===== src/rtl/bsg_two_fifo_mem_ctrl_if.sv =====
// Handshake and memory-port bundle for bsg_two_fifo_mem_ctrl.
// The slave modport is the FIFO controller's view.
// The master modport is the view of the surrounding producer, consumer and memory.
interface bsg_two_fifo_mem_ctrl_if #(
    parameter int width_p = 58
);
    logic               v_i;
    logic [width_p-1:0] data_i;
    logic               ready_o;
    logic               v_o;
    logic [width_p-1:0] data_o;
    logic               yumi_i;
    logic [1:0]         count_o;
    logic               mem_w_v_o;
    logic               mem_w_addr_o;
    logic [width_p-1:0] mem_w_data_o;
    logic               mem_r_v_o;
    logic               mem_r_addr_o;
    logic [width_p-1:0] mem_r_data_i;

    modport slave (
        input  v_i, data_i, yumi_i, mem_r_data_i,
        output ready_o, v_o, data_o, count_o,
        output mem_w_v_o, mem_w_addr_o, mem_w_data_o, mem_r_v_o, mem_r_addr_o
    );

    modport master (
        output v_i, data_i, yumi_i, mem_r_data_i,
        input  ready_o, v_o, data_o, count_o,
        input  mem_w_v_o, mem_w_addr_o, mem_w_data_o, mem_r_v_o, mem_r_addr_o
    );
endinterface


===== src/rtl/bsg_two_fifo_mem_ctrl.sv =====
// Two-entry FIFO controller that sequences a sibling 2-word 1r1w memory.
// The controller owns the head and tail pointers, the occupancy count and both handshakes.
// The producer side uses valid/ready and the consumer side uses valid/yumi.
// The optional macro BSG_TWO_FIFO_MEM_CTRL_BYPASS_EN adds a zero-latency path from data_i to data_o while the FIFO is empty.
// Without that macro, data always reaches data_o one cycle after it is enqueued.
module bsg_two_fifo_mem_ctrl #(
    parameter int width_p = 58
) (
    input logic                    clk_i,
    input logic                    reset_n_i,
    bsg_two_fifo_mem_ctrl_if.slave bus
);

    logic               r_wptr;
    logic               r_rptr;
    logic [1:0]         r_count;
    logic               r_initDone;

    logic               w_empty;
    logic               w_full;
    logic               w_ready;
    logic               w_vOut;
    logic [width_p-1:0] w_dataOut;
    logic               w_bypassTake;
    logic               w_memRead;
    logic               w_enq;
    logic               w_deq;

    // Decode the handshakes from the occupancy and decide which side feeds data_o.
    // Writes target the tail and reads target the head.
    // A full FIFO refuses input, so a write can never land on the slot being read.
    always_comb begin
        w_empty      = (r_count == 2'd0);
        w_full       = (r_count == 2'd2);
        w_ready      = r_initDone & ~w_full;
`ifdef BSG_TWO_FIFO_MEM_CTRL_BYPASS_EN
        w_vOut       = w_empty ? (r_initDone & bus.v_i) : 1'b1;
        w_dataOut    = w_empty ? bus.data_i : bus.mem_r_data_i;
        w_bypassTake = w_empty & w_vOut & bus.yumi_i;
        w_memRead    = ~w_empty;
`else
        w_vOut       = ~w_empty;
        w_dataOut    = bus.mem_r_data_i;
        w_bypassTake = 1'b0;
        w_memRead    = ~w_empty;
`endif
        w_enq        = bus.v_i & w_ready & ~w_bypassTake;
        w_deq        = bus.yumi_i & w_vOut & ~w_empty;
    end

    // Advance the pointers and the count on each transfer.
    // The init flag holds ready low for one cycle after reset is released.
    always_ff @(posedge clk_i) begin
        if (!reset_n_i) begin
            r_wptr     <= 1'b0;
            r_rptr     <= 1'b0;
            r_count    <= 2'd0;
            r_initDone <= 1'b0;
        end else begin
            r_initDone <= 1'b1;
            if (w_enq) begin
                r_wptr <= ~r_wptr;
            end
            if (w_deq) begin
                r_rptr <= ~r_rptr;
            end
            r_count <= r_count + {1'b0, w_enq} - {1'b0, w_deq};
        end
    end

    assign bus.ready_o      = w_ready;
    assign bus.v_o          = w_vOut;
    assign bus.data_o       = w_dataOut;
    assign bus.count_o      = r_count;
    assign bus.mem_w_v_o    = w_enq;
    assign bus.mem_w_addr_o = r_wptr;
    assign bus.mem_w_data_o = bus.data_i;
    assign bus.mem_r_v_o    = w_memRead;
    assign bus.mem_r_addr_o = r_rptr;

endmodule


===== src/flat_wrapper.sv =====
// flat-port wrapper written by rule: the top's interface ports become plain ports
module bsg_two_fifo_mem_ctrl_flat 
#(
    parameter int width_p = 58
)
  (clk_i, reset_n_i, bus_v_i, bus_data_i, bus_yumi_i, bus_mem_r_data_i, bus_ready_o, bus_v_o, bus_data_o, bus_count_o, bus_mem_w_v_o, bus_mem_w_addr_o, bus_mem_w_data_o, bus_mem_r_v_o, bus_mem_r_addr_o);
  bsg_two_fifo_mem_ctrl_if #(.width_p(width_p)) bus_i ();
  input logic clk_i;
  input logic reset_n_i;
  input wire logic [$bits(bus_i.v_i)-1:0] bus_v_i;
  input wire logic [$bits(bus_i.data_i)-1:0] bus_data_i;
  input wire logic [$bits(bus_i.yumi_i)-1:0] bus_yumi_i;
  input wire logic [$bits(bus_i.mem_r_data_i)-1:0] bus_mem_r_data_i;
  output wire logic [$bits(bus_i.ready_o)-1:0] bus_ready_o;
  output wire logic [$bits(bus_i.v_o)-1:0] bus_v_o;
  output wire logic [$bits(bus_i.data_o)-1:0] bus_data_o;
  output wire logic [$bits(bus_i.count_o)-1:0] bus_count_o;
  output wire logic [$bits(bus_i.mem_w_v_o)-1:0] bus_mem_w_v_o;
  output wire logic [$bits(bus_i.mem_w_addr_o)-1:0] bus_mem_w_addr_o;
  output wire logic [$bits(bus_i.mem_w_data_o)-1:0] bus_mem_w_data_o;
  output wire logic [$bits(bus_i.mem_r_v_o)-1:0] bus_mem_r_v_o;
  output wire logic [$bits(bus_i.mem_r_addr_o)-1:0] bus_mem_r_addr_o;
  assign bus_i.v_i = bus_v_i;
  assign bus_i.data_i = bus_data_i;
  assign bus_i.yumi_i = bus_yumi_i;
  assign bus_i.mem_r_data_i = bus_mem_r_data_i;
  assign bus_ready_o = bus_i.ready_o;
  assign bus_v_o = bus_i.v_o;
  assign bus_data_o = bus_i.data_o;
  assign bus_count_o = bus_i.count_o;
  assign bus_mem_w_v_o = bus_i.mem_w_v_o;
  assign bus_mem_w_addr_o = bus_i.mem_w_addr_o;
  assign bus_mem_w_data_o = bus_i.mem_w_data_o;
  assign bus_mem_r_v_o = bus_i.mem_r_v_o;
  assign bus_mem_r_addr_o = bus_i.mem_r_addr_o;
  bsg_two_fifo_mem_ctrl #(.width_p(width_p)) u_core (.clk_i(clk_i), .reset_n_i(reset_n_i), .bus(bus_i));
endmodule

===== config.mk =====
export PLATFORM = sky130hd
export DESIGN_NAME = bsg_two_fifo_mem_ctrl_flat
export DESIGN_NICKNAME = d
export VERILOG_FILES = /design/src/rtl/bsg_two_fifo_mem_ctrl_if.sv /design/src/rtl/bsg_two_fifo_mem_ctrl.sv /design/src/flat_wrapper.sv
export SDC_FILE = /design/constraint.sdc
export NUM_CORES = 1
export LEC_CHECK = 0
export ABC_AREA = 1
export CORE_AREA = 4 4 94 96
export CTS_CLUSTER_SIZE = 30
export DETAILED_ROUTE_END_ITERATION = 10
export DIE_AREA = 0 0 98 100
export DONT_BUFFER_PORTS = 1
export PLACE_DENSITY = 0.33
export SYNTH_ARGS = -nofsm -noshare
export SYNTH_HDL_FRONTEND = slang
export SYNTH_SLANG_ARGS = --single-unit

===== constraint.sdc =====
create_clock -name clk_i -period 3.09 [get_ports clk_i]
set_input_delay 0.4635 -clock clk_i [delete_from_list [all_inputs] [get_ports clk_i]]
set_output_delay 0.4635 -clock clk_i [all_outputs]
set_load 0.01 [all_outputs]

Yosys cells after proc, flatten, opt, wreduce, memory -nomap -nowiden. Cells that the tools add are included.

Add/subtract/negate cells: 2. Reduce and logical (&&, ||, !) cells: 1. Mux-type cells: 1. Bitwise gates (word level): 8. Equality and inequality tests: 1.

Operators by type and width (count): AND 1 bit (4); NOT 1 bit (4); adder 2 x 1 -> 2 bit (1); equality test 2 bit, second input constant (1); zero test 2 bit (1); subtractor 2 x 1 -> 2 bit (1); 2-to-1 mux 1 bit (1).

Output and inout bits: 124. Input port bits: 120. Word-level logic and storage cells: 17. Register bits after elaboration: 5.

Logic depth before layout (Yosys ltp).
Depth after elaboration: 6. Mapped depth: 9. Mapped depth without buffers: 9.

Worst setup path after synthesis. Ideal clock, no wire load.

Path type: input to register. Start point: input port bus_yumi_i. End point: register u_core.r_count[1], in the netlist u_core.bus.count_o[1]. Library setup time: 115 ps. Cell stages on the path: 7. Setup slack: 1561 ps. Data arrival time: 1414 ps. Path through: o21a_1 > ha_1 > inv_1 > ha_1 > or2_1 > a21oi_1 > nor2_1.

Cells in the longest elaborated chain, start to end: 3.

Ends and longest elaborated chain: start, declared (line flat_wrapper.sv:12) `input wire logic [$bits(bus_i.yumi_i)-1:0] bus_yumi_i;`; AND 1 bit (2 in series) (line bsg_two_fifo_mem_ctrl.sv:48) `w_deq = bus.yumi_i & w_vOut & ~w_empty;`; subtractor 2 x 1 -> 2 bit (line bsg_two_fifo_mem_ctrl.sv:67) `r_count <= r_count + {1'b0, w_enq} - {1'b0, w_deq};`; end signal, assigned (line bsg_two_fifo_mem_ctrl.sv:67); end, declared (line bsg_two_fifo_mem_ctrl.sv:16) `logic [1:0] r_count;`.

No other way between the ends. A chain may end at the register's enable or synchronous reset.

Worst setup path after layout.
Start point: register u_core.r_count[1], in the netlist u_core.bus.count_o[1]. End point: register u_core.r_count[1], in the netlist u_core.bus.count_o[1].

Elaborated cells between the ends (all ways): 10. Classes of those cells: add/sub: 2; eq/ne: 1; bitwise: 6; reduce/logical: 1.

RTL lines: zero test 2 bit (*) (line bsg_two_fifo_mem_ctrl.sv:33) `w_empty = (r_count == 2'd0);`; NOT 1 bit (*) (line bsg_two_fifo_mem_ctrl.sv:42, bsg_two_fifo_mem_ctrl.sv:48); AND 1 bit (line bsg_two_fifo_mem_ctrl.sv:48); AND 1 bit (*) (line bsg_two_fifo_mem_ctrl.sv:48); named net u_core.w_deq (line bsg_two_fifo_mem_ctrl.sv:27) `logic w_deq;`; subtractor 2 x 1 -> 2 bit (*) (line bsg_two_fifo_mem_ctrl.sv:67).

Mark *: on every way through the listed nets, which the timed path passes. The rest lies on a longest branch.

==> flow_summary.json <==
{
  "ant_nets": 0,
  "seqCellArea_um2": 100.1,
  "cts_buffers": 3,
  "wirelength_um": 1904,
  "finalPower_uw": 361.3,
  "drc": 0,
  "hold_viol_final": 0,
  "portBuffers": 0,
  "avgRoutedWirePerCell_um": 13.31,
  "cts-resized-gates": 0,
  "synth-edff-count": 0,
  "critPathCaptureType": "flip-flop",
  "fin_crit_sh_pct": 52.96,
  "p_leak_nw": 0.1607,
  "antenna_found_initial": 0,
  "grtUsageTotal_pct": 3.537,
  "synth_most_common_cell": "buf_4",
  "die_h_um": 100,
  "rsz0062_at_grt": "false",
  "ys_ff_latch": 5,
  "fin_nets": 161,
  "grt_pass1_wl_um": 2477,
  "syn_to_final_growth_pct": -62.26,
  "antenna_cells": 0,
  "first_pass_iters": 1,
  "synth_ff_type": "dfxtp_1",
  "htreeDepth": 1,
  "initial_core_util_pct": 14.00,
  "maxSlewHeadroom_pct": 67.75,
  "crit_end": "u_core.bus.count_o[1]",
  "outcome": "complete, no violations",
  "fillers": 960,
  "die_width_um": 98,
  "dieArea_mm2": 0.009800,
  "clk_pin_slew_ns": 0.04,
  "num_rows": 33,
  "multi_input_area_um2": 122.6,
  "cts_hold_buf": 0,
  "clk_latency_ns": 0.22,
  "netlist_top_cells_count": "buf_4 (117), nand2_1 (8), inv_1 (7)",
  "finalCriticalPeriod_ns": 1.637,
  "cp_max_fo": 7,
  "powerDensity_mw_per_mm2": 849.3,
  "ir_drop_uv": 392.9,
  "cp-start-kind": "flip-flop",
  "root_buffer": "clkbuf_8",
  "synthTopCellsByArea": "buf_4 (78%), dfxtp_1 (8.9%), nand2_1 (2.7%)",
  "syn_area_per_cell_um2": 7.466,
  "critPathKind": "flip-flop to flip-flop",
  "yosys.area.top_type": "buf_4",
  "final_util_pct": 5.284,
  "async_flop_share_pct": 0,
  "drtIter0Drc": 0,
  "clockBufferDepth": 2,
  "grt_remaining_overflow": 0,
  "reg2reg_from": "u_core.bus.count_o[1]",
  "fin_skew_ns": 0.0008709,
  "placed_area_um2": 380.4,
  "drv_cap": 0,
  "core-area_mm2": 0.008051,
  "finalSetupViolations": 0,
  "drive_gt1_share_pct": 10.53,
  "crit_start": "u_core.bus.count_o[1]",
  "dp_hpwl_um": 1581,
  "reg2regPathDepth": 7,
  "synthesis.area_mm2": 0.001127,
  "gp_congestion": 0.5873,
  "worst_slew_pin_slew_ns": 0.4794,
  "io_pins": 244,
  "ys_seq_area_share_pct": 8.879,
  "hp-class": "input port to flip-flop",
  "synth_top_area_share_pct": 77.91,
  "setup_ws_ns": 1.453,
  "vias_per_cell": 2.587,
  "arrival_ns": 1.75,
  "syn_nets": 273,
  "finalMaxSlewViolations": 0,
  "cts_tree": "yes",
  "fmax_mhz": 611.0,
  "vias": 370,
  "cp.required_ns": 3.20,
  "synth_cell_types": 13,
  "grt_pass1_vias": 378,
  "syn_inst": 151,
  "detailedPlace.worstSlack_ns": 1.444,
  "r2r_end": "u_core.bus.count_o[1]",
  "grt_max_degree": 8,
  "clock_sinks": 5,
  "tns_ns": 0,
  "cts_setup_buffers": 0,
  "yosys_warnings": 0,
  "stdcell_area_um2": 425.4,
  "ff2ff_setup_slack_ns": 1.45
}
-- flip-flops by register name, summed over array words and instances, names as in the netlist --
name and cells:
u_core.bus.mem_r_addr_o 1, u_core.bus.count_o 2, u_core.r_initDone 1, u_core.bus.mem_w_addr_o 1
-- cell type report --
cell class | count | area share, %
tap | 105 | 30.88
multi-input combinational | 22 | 28.82
sequential | 5 | 23.53
clock buffer | 4 | 10.59
inverter | 7 | 6.176
-- power by group --
part           internal (mW)  switching (mW)  total, mW
registers             0.0844          0.0332      0.118
clock network         0.0885          0.0315      0.120
logic                 0.0395          0.0843      0.124
total                  0.212           0.149      0.361
-- kinds of logic (layout without fill, tap and decap cells) --
logic type / count (synthesis) / count (layout) / synth area share [%]
simple gates: 17 / 17 / 6.882
compound gates: 3 / 3 / 1.776
fa+ha+maj: 2 / 2 / 2.219
buf+inv: 124 / 11 / 80.24
flops: 5 / 5 / 8.879
-- critical path: stages (launching register included) --
cell,delay (ns)
dfxtp_1,0.39
o21a_1,0.23
ha_1,0.27
inv_1,0.04
ha_1,0.17
or2_1,0.23
a21oi_1,0.14
nor2_1,0.06
-- stage by stage --
| step | hold WS [ns] | instances |
|---|---|---|
| final | 0.2706 | 143 |
| after global routing | 0.2613 | 143 |
| after CTS | 0.2641 | 143 |
| after detailed placement | 0.4919 | 139 |
| after global placement | 0.4919 | 139 |
| after floorplan | 0.4912 | 151 |
-- worst min-delay path by stage --
| stage | startpoint | to | slack (ns) | depth (start not counted) |
|---|---|---|---|---|
| after floorplan | reset_n_i | u_core.r_initDone | 0.49 | 0 |
| after global placement | reset_n_i | u_core.r_initDone | 0.49 | 0 |
| after detailed placement | reset_n_i | u_core.r_initDone | 0.49 | 0 |
| after CTS | reset_n_i | u_core.r_initDone | 0.26 | 0 |
| after global routing | reset_n_i | u_core.r_initDone | 0.26 | 0 |
| final | reset_n_i | u_core.r_initDone | 0.27 | 0 |
-- metal layers --
metal  global-route usage (%)  share of wire [%]
met4                    8.520                 22
met2                    3.822                 35
met3                    3.683                 24
met5                        0                  0
met1                    1.550                 18
-- cell usage in the layout, fill, tap and decap left out --
cell	n
a21oi_1	1
inv_1	7
nand4_1	1
ha_1	2
nand3_1	2
clkbuf_8	3
dfxtp_1	5
o21a_1	1
clkbuf_1	1
nand2_1	8
nand3_2	1
or2_1	1
a21boi_0	1
nor2_1	4
Note: power is estimated with default switching activity, not from simulation.
